File: src/rtl/dec_lut_decoder12_clk.sv
// Clocked triangular-threshold decoder: N = largest k with k*(k+1)/2 <= W, via a 12-step binary search.
// Optional range flag on N[12] enabled by defining DEC_LUT_RANGE_FLAG_EN.
module dec_lut_decoder12_clk #(
  parameter int W_BITS = 25,
  parameter int N_BITS = 13,
  parameter int K_BITS = 12
) (
  input  logic              clk,
  input  logic              rst_n,
  input  logic [W_BITS-1:0] W,
  output logic              found,
  output logic [N_BITS-1:0] N
);

  localparam int PTR_W = $clog2(K_BITS);
  localparam logic [PTR_W-1:0] PTR_TOP = PTR_W'(K_BITS - 1);
  localparam logic [W_BITS-1:0] T_LIMIT =
      W_BITS'(((2 ** K_BITS) * (2 ** K_BITS + 1)) / 2);

  typedef enum logic [1:0] {
    IDLE   = 2'd0,
    SEARCH = 2'd1,
    DONE   = 2'd2
  } state_t;

  state_t             state;
  state_t             state_nxt;
  logic [W_BITS-1:0]  w_q;
  logic [K_BITS-1:0]  result;
  logic [PTR_W-1:0]   bit_ptr;

  logic [K_BITS-1:0]  cand;
  logic [W_BITS-1:0]  cand_ext;
  logic [W_BITS-1:0]  prod;
  logic [W_BITS-1:0]  thr;
  logic               hit;
  logic               w_changed;
  logic               range_flag;

  logic               capture;
  logic               step;
  logic               load_n;
  logic               restart;

  // Trial index for this step: current partial result with the probed bit set.
  always_comb begin
    cand     = result | (K_BITS'(1) << bit_ptr);
    cand_ext = W_BITS'(cand);
    prod     = cand_ext * (cand_ext + W_BITS'(1));
    thr      = prod >> 1;
    hit      = (thr <= w_q);
  end

  assign w_changed = (W != w_q);

`ifdef DEC_LUT_RANGE_FLAG_EN
  assign range_flag = (w_q >= T_LIMIT);
`else
  assign range_flag = 1'b0;
`endif

  always_ff @(posedge clk) begin
    if (!rst_n) begin
      state <= IDLE;
    end else begin
      state <= state_nxt;
    end
  end

  always_comb begin
    state_nxt = state;
    case (state)
      IDLE:    state_nxt = SEARCH;
      SEARCH:  state_nxt = (bit_ptr == '0) ? DONE : SEARCH;
      DONE:    state_nxt = (found && w_changed) ? IDLE : DONE;
      default: state_nxt = IDLE;
    endcase
  end

  // The first DONE cycle (found still low) is the load cycle; afterwards DONE only watches W.
  always_comb begin
    capture = 1'b0;
    step    = 1'b0;
    load_n  = 1'b0;
    restart = 1'b0;
    case (state)
      IDLE:    capture = 1'b1;
      SEARCH:  step    = 1'b1;
      DONE: begin
        load_n  = !found;
        restart = found && w_changed;
      end
      default: ;
    endcase
  end

  always_ff @(posedge clk) begin
    if (!rst_n) begin
      w_q     <= '0;
      result  <= '0;
      bit_ptr <= PTR_TOP;
      found   <= 1'b0;
      N       <= '0;
    end else begin
      if (capture) begin
        w_q     <= W;
        result  <= '0;
        bit_ptr <= PTR_TOP;
        found   <= 1'b0;
      end
      if (step) begin
        if (hit) begin
          result <= cand;
        end
        if (bit_ptr != '0) begin
          bit_ptr <= bit_ptr - PTR_W'(1);
        end
      end
      if (load_n) begin
        N     <= {range_flag, result};
        found <= 1'b1;
      end
      if (restart) begin
        found <= 1'b0;
      end
    end
  end

endmodule

File: config.mk
export PLATFORM = sky130hd
export DESIGN_NAME = dec_lut_decoder12_clk
export DESIGN_NICKNAME = d
export VERILOG_FILES = /design/src/rtl/dec_lut_decoder12_clk.sv
export SDC_FILE = /design/constraint.sdc
export NUM_CORES = 1
export LEC_CHECK = 0
export BUFFER_PORTS_ARGS = -buffer_cell sky130_fd_sc_hd__buf_4
export CAP_MARGIN = 40
export CORE_MARGIN = 8
export CORE_UTILIZATION = 40
export CTS_BUF_LIST = sky130_fd_sc_hd__clkbuf_8
export CTS_CLUSTER_SIZE = 20
export DETAILED_ROUTE_END_ITERATION = 8
export PLACE_DENSITY = 0.63
export SYNTH_ARGS = -nofsm -noshare
export SYNTH_HDL_FRONTEND = slang
export SYNTH_SLANG_ARGS = --single-unit
File: constraint.sdc
create_clock -name clk -period 17.25 [get_ports clk]
set_input_delay 0.8625 -clock clk [delete_from_list [all_inputs] [get_ports clk]]
set_output_delay 0.8625 -clock clk [all_outputs]
set_load 0.02 [all_outputs]
==> Word-level counts from Yosys, hierarchy flattened <==
Cells that the tools add are included.
{ "totals": {"reg_bits": 56, "latchBits": 0, "ram_bits": 0, "rom_bits": 0, "input_bits": 27, "out_inout_bits": 14, "word_cells": 38, "mem_count": 0} }
{ "op_classes": {"n_addsub": 2, "n_mul": 1, "n_div": 0, "order_cmp": 1, "eq_ne": 3, "n_shift": 1, "n_mux": 15, "bitwise": 2, "reduce_logical": 7} }
{ "op_table": {"columns": ["cell", "count"], "rows": [
  ["$mux W12", 3],
  ["$le A24 B25 Y1", 1],
  ["$mul A12 B13 Y25", 1],
  ["$ne A25 B25 Y1", 1],
  ["$add A12 B1 Y13 const B", 1],
  ["$mux W4", 3],
  ["$or A12 B12 Y12", 1],
  ["$shl A1 B4 Y12 const A", 1],
  ["$mux W1", 6],
  ["$pmux W2 S3", 1],
  ["$logic_not A4 Y1", 1],
  ["$mux W2", 2],
  ["$reduce_bool A4 Y1", 1],
  ["$sub A4 B1 Y4 const B", 1],
  ["$eq A2 B1 Y1 const B", 1],
  ["$eq A2 B2 Y1 const B", 1],
  ["$logic_not A2 Y1", 1],
  ["$reduce_bool A2 Y1", 1],
  ["$reduce_or A2 Y1", 1],
  ["$logic_and A1 B1 Y1", 1],
  ["$logic_not A1 Y1", 1],
  ["$not A1 Y1", 1]
]} }

==> Longest topological paths before layout <==
{ "depth": {"ltp_word": 7, "mapped_depth": 35} }

==> Worst setup path after synthesis <==
No wires, ideal clock.
{ "synth_timing": {"kind": "register to register", "start": "register bit_ptr[0]", "end": "register result[10]", "setup_time_ns": 0.117, "t_arrival_ns": 8.020, "required_ns": 17.133, "path_slack_ns": 9.114, "path_stages_with_launch": 33, "n_path_buf": 3, "period_less_slack_ns": 8.136, "path_cell_list": "dfxtp_1 -> inv_1 -> ha_1 -> clkbuf_2 -> a21oi_1 -> clkinv_1 -> ha_1 -> nand3_1 -> ha_1 -> clkbuf_1 -> nand2b_1 -> fa_1 -> fa_1 -> fa_1 -> inv_1 -> fa_1 -> inv_1 -> fa_1 -> inv_1 -> ha_1 -> a21oi_1 -> o211ai_1 -> a221oi_2 -> o21ai_1 -> a311oi_1 -> xnor2_1 -> ha_1 -> nand4b_1 -> nor3_1 -> nor4b_1 -> o32ai_2 -> buf_2 -> a22o_1"} }
{ "synth_between": {"elab_chain_cells": 7} }
{ "synth_rtl": {"columns": ["item", "line_no", "source"], "rows": [
  ["start, declared", "30", "logic [PTR_W-1:0] bit_ptr;"],
  ["start signal, assigned", "116", "bit_ptr <= bit_ptr - PTR_W'(1);"],
  ["$shl A1 B4 Y12 *", "47", "cand = result | (K_BITS'(1) << bit_ptr);"],
  ["$or A12 B12 Y12 *", "47", null],
  ["$add A12 B1 Y13", "49", "prod = cand_ext * (cand_ext + W_BITS'(1));"],
  ["$mul A12 B13 Y25", "49", null],
  ["$le A24 B25 Y1", "51", "hit = (thr <= w_q);"],
  ["$mux W12 *", "112", "if (hit) begin"],
  ["$mux W12 *", "111", "if (step) begin"],
  ["end signal, assigned", "113", "result <= cand;"],
  ["end, declared", "29", "logic [K_BITS-1:0] result;"]
]} }
Every way passes the cells marked *; elsewhere a longest branch is shown, timed or not.
A chain may end at the register's enable or synchronous reset.

==> Worst setup path in the final report <==
{ "layout_timing": {"start": "register bit_ptr[2]", "end": "register result[6]"} }
The elaborated chain is that of the path after synthesis.

==> metrics.yaml <==
clock_network:
  htree_num_levels: 2
  ctsRootBufferMaster: "clkbuf_8"
  cts_tree: "built"
  cts_buffers: 5
  postCtsSetupBuffers: 0
  clk_pin_slew_ps: 100
  clockBufferDepth: 2
  clock_latency_ps: 320
  hold_buffers: 0
  cts_resized: 0
  cts.sinks: 56
synth:
  yosysMostFrequentCell: "inv_1"
  yosysWarnings: 0
  synth_area_leader_cell: "fa_1"
  syn_avg_cell_area_sq_um: 8.39
  syn-num-nets: 1233
  synth_cell_types: 62
  yosys-top-cells-area: "fa_1 (26%), ha_1 (16%), dfxtp_1 (13%)"
  ys_seq_area_frac: 0.135
  ys_top_cells_by_count: "inv_1 (191), fa_1 (110), ha_1 (104)"
  yosys.area.top_type_share: 0.265
  ys_seq_elements: 56
  synth_edf_count: 0
  synth_flop_cell: "dfxtp_1"
  syn_inst: 992
  synth_area_sq_um: 8320
  async_reset_ff_frac: 0
hold_path:
  hold_depth: 2
  worstHoldStart: "N[7]"
  worstHoldEndpoint: "N[7]"
  hold_class: "reg2reg"
die:
  rows: 52
  die_y_um: 160
  coreArea_sq_um: 20300
  die_w_um: 160
  start_util: 0.410
  ios: 41
  die-area_sq_um: 25700
final_layout:
  drive_above_1_share: 0.0842
  syn_to_final_growth_pct: 7.85
  nNetsFinal: 1250
  diodes: 0
  final_area_sq_um: 8970
place:
  place_area_sq_um: 8860
  dp_hpwl_um: 17400
  place_congestion: 0.859
  io_buffers: 39
sta:
  report.final.slew_viol_count: 0
  whs_ps: 464
  rsz0062_at_grt: "no"
  tightestPinTransition_ps: 886
  fin_crit_ps: 9450
  hold_viol: 0
  tns_ps: 0
  finalSetupViolCount: 0
  fin_skew_ps: 12.5
  fin_crit_sh: 0.548
  clock.fmax_mhz: 106
  relSlewSlack: 0.410
worst_setup_path:
  critPathKind: "reg2reg"
  cp.required_ps: 17460
  crit_fanout: 12
  ff2ff_setup_slack_ps: 7800
  slowest_delay_ps: 560
  critPathSlowestCell: "nor3_1"
  worst_r2r_endpoint: "result[6]"
  ff2ff_path_depth: 28
  cp_common_cell: "fa_1"
  crit_path_end_kind: "flip-flop"
  r2r_start: "bit_ptr[2]"
  start_kind: "flip-flop"
  arrival_ps: 9660
power:
  power.total_uw: 300
  ir_drop_uv: 37.4
  leakagePower_uw: 0.00449
  p_per_area_nw_per_um2: 33.4
global_route:
  gr-total-overflow: 0
  antenna_found_initial: 0
  grt_max_degree: 43
  track_usage: 0.166
  grt_first_pass_wirelength_um: 34900
  grt_pass1_vias: 6585
routing:
  wl_per_cell_um: 16.6
  via_count: 6601
  drc: 0
  drtPass1Iterations: 5
  drtIter0Drc: 576
  drt_wl_total_um: 21200
  drt.antenna.violating_nets: 0
  viasPerCell: 5.16
job:
  cap_violations: 0
status:
  outcome: "complete, no violations"
critical path: cells and delay by family, from the launching register on:
| family | cells | cell delay, ps |
|---|---|---|
| xor+xnor | 1 | 120 |
| simple gates | 7 | 2190 |
| buf+inv | 4 | 380 |
| fa+ha+maj | 8 | 3710 |
| flops | 1 | 390 |
| compound gates | 8 | 2530 |
cell usage in the layout (no fill, tap or decap), types with 3 or more instances in the layout:
| master | synthesis | layout |
|---|---|---|
| inv_1 | 191 | 191 |
| fa_1 | 110 | 110 |
| ha_1 | 104 | 104 |
| nand2_1 | 98 | 98 |
| a21oi_1 | 70 | 70 |
| nand2b_1 | 68 | 68 |
| nor2_1 | 66 | 66 |
| dfxtp_1 | 56 | 56 |
| buf_4 | 1 | 47 |
| xnor2_1 | 33 | 33 |
| a21o_1 | 15 | 15 |
| a22o_1 | 13 | 13 |
| or2_2 | 11 | 11 |
| o21ai_0 | 11 | 11 |
| nand3_1 | 11 | 11 |
| xor2_1 | 11 | 11 |
| nand4_1 | 11 | 11 |
| nor3_1 | 8 | 8 |
| o211ai_1 | 7 | 7 |
| clkbuf_8 | 0 | 5 |
| nor2b_1 | 4 | 4 |
| a21oi_2 | 3 | 3 |
| a211oi_1 | 3 | 3 |
| a31oi_1 | 3 | 3 |
| and3_1 | 3 | 3 |
| a311oi_1 | 3 | 3 |
| or4_2 | 3 | 3 |
how the worst max path moves through the flow:
stage                     slack, ps        from    endpoint
after floorplan                9110  bit_ptr[0]  result[10]
after global placement         7950  bit_ptr[2]   result[5]
after detailed placement       7910  bit_ptr[0]   result[6]
after CTS                      7870  bit_ptr[2]   result[6]
after global routing           7160  bit_ptr[0]   result[9]
final                          7800  bit_ptr[2]   result[6]
power by group:
part / internal, uW / switching (uW)
combinational: 30.0 / 42.8
sequential: 133 / 4.12
clock: 43.8 / 45.9
total: 207 / 92.8
flip-flops by register name (all words and copies together), names as in the netlist:
name / flops
N: 12
bit_ptr: 4
found: 1
result: 12
state: 2
w_q: 25
layout make-up:
class                      count  area [sq um]
clock buffer                   5          68.8
sequential                    56          1120
timing repair buffer          47           353
multi-input combinational    705          6310
fill                        2032         11300
clock inverter                 3          46.3
inverter                     194           731
tap                          270           338
cell families (layout without fill, tap and decap cells):
| logic type | count (synthesis) | count (layout) | synth area share |
|---|---|---|---|
| DFF | 56 | 56 | 0.135 |
| other | 1 | 1 | 0.000451 |
| xor gates and xnor gates | 44 | 44 | 0.0463 |
| and+or+nand+nor | 301 | 301 | 0.179 |
| buffers and inverters | 231 | 249 | 0.106 |
| AOI/OAI and AO/OA | 145 | 145 | 0.112 |
| adders and majority gates | 214 | 214 | 0.421 |
layer usage:
layer,up-vias,global-route usage,wire length [um]
met3,18,0.0118,799
met2,178,0.267,9930
met5,-,0,0
met1,3245,0.239,10100
met4,0,0.0361,356
li1,3160,-,-
per-stage QoR:
stage           util  setup slack, ps  instances
2_1_floorplan      -             9110        992
3_3_place_gp   0.435             7950       1269
3_5_place_dp   0.436             7910       1272
4_1_cts        0.442             7870       1280
5_1_grt        0.442             7160       1280
6_report       0.442             7800       1280
(Power assumes the default switching activity.)
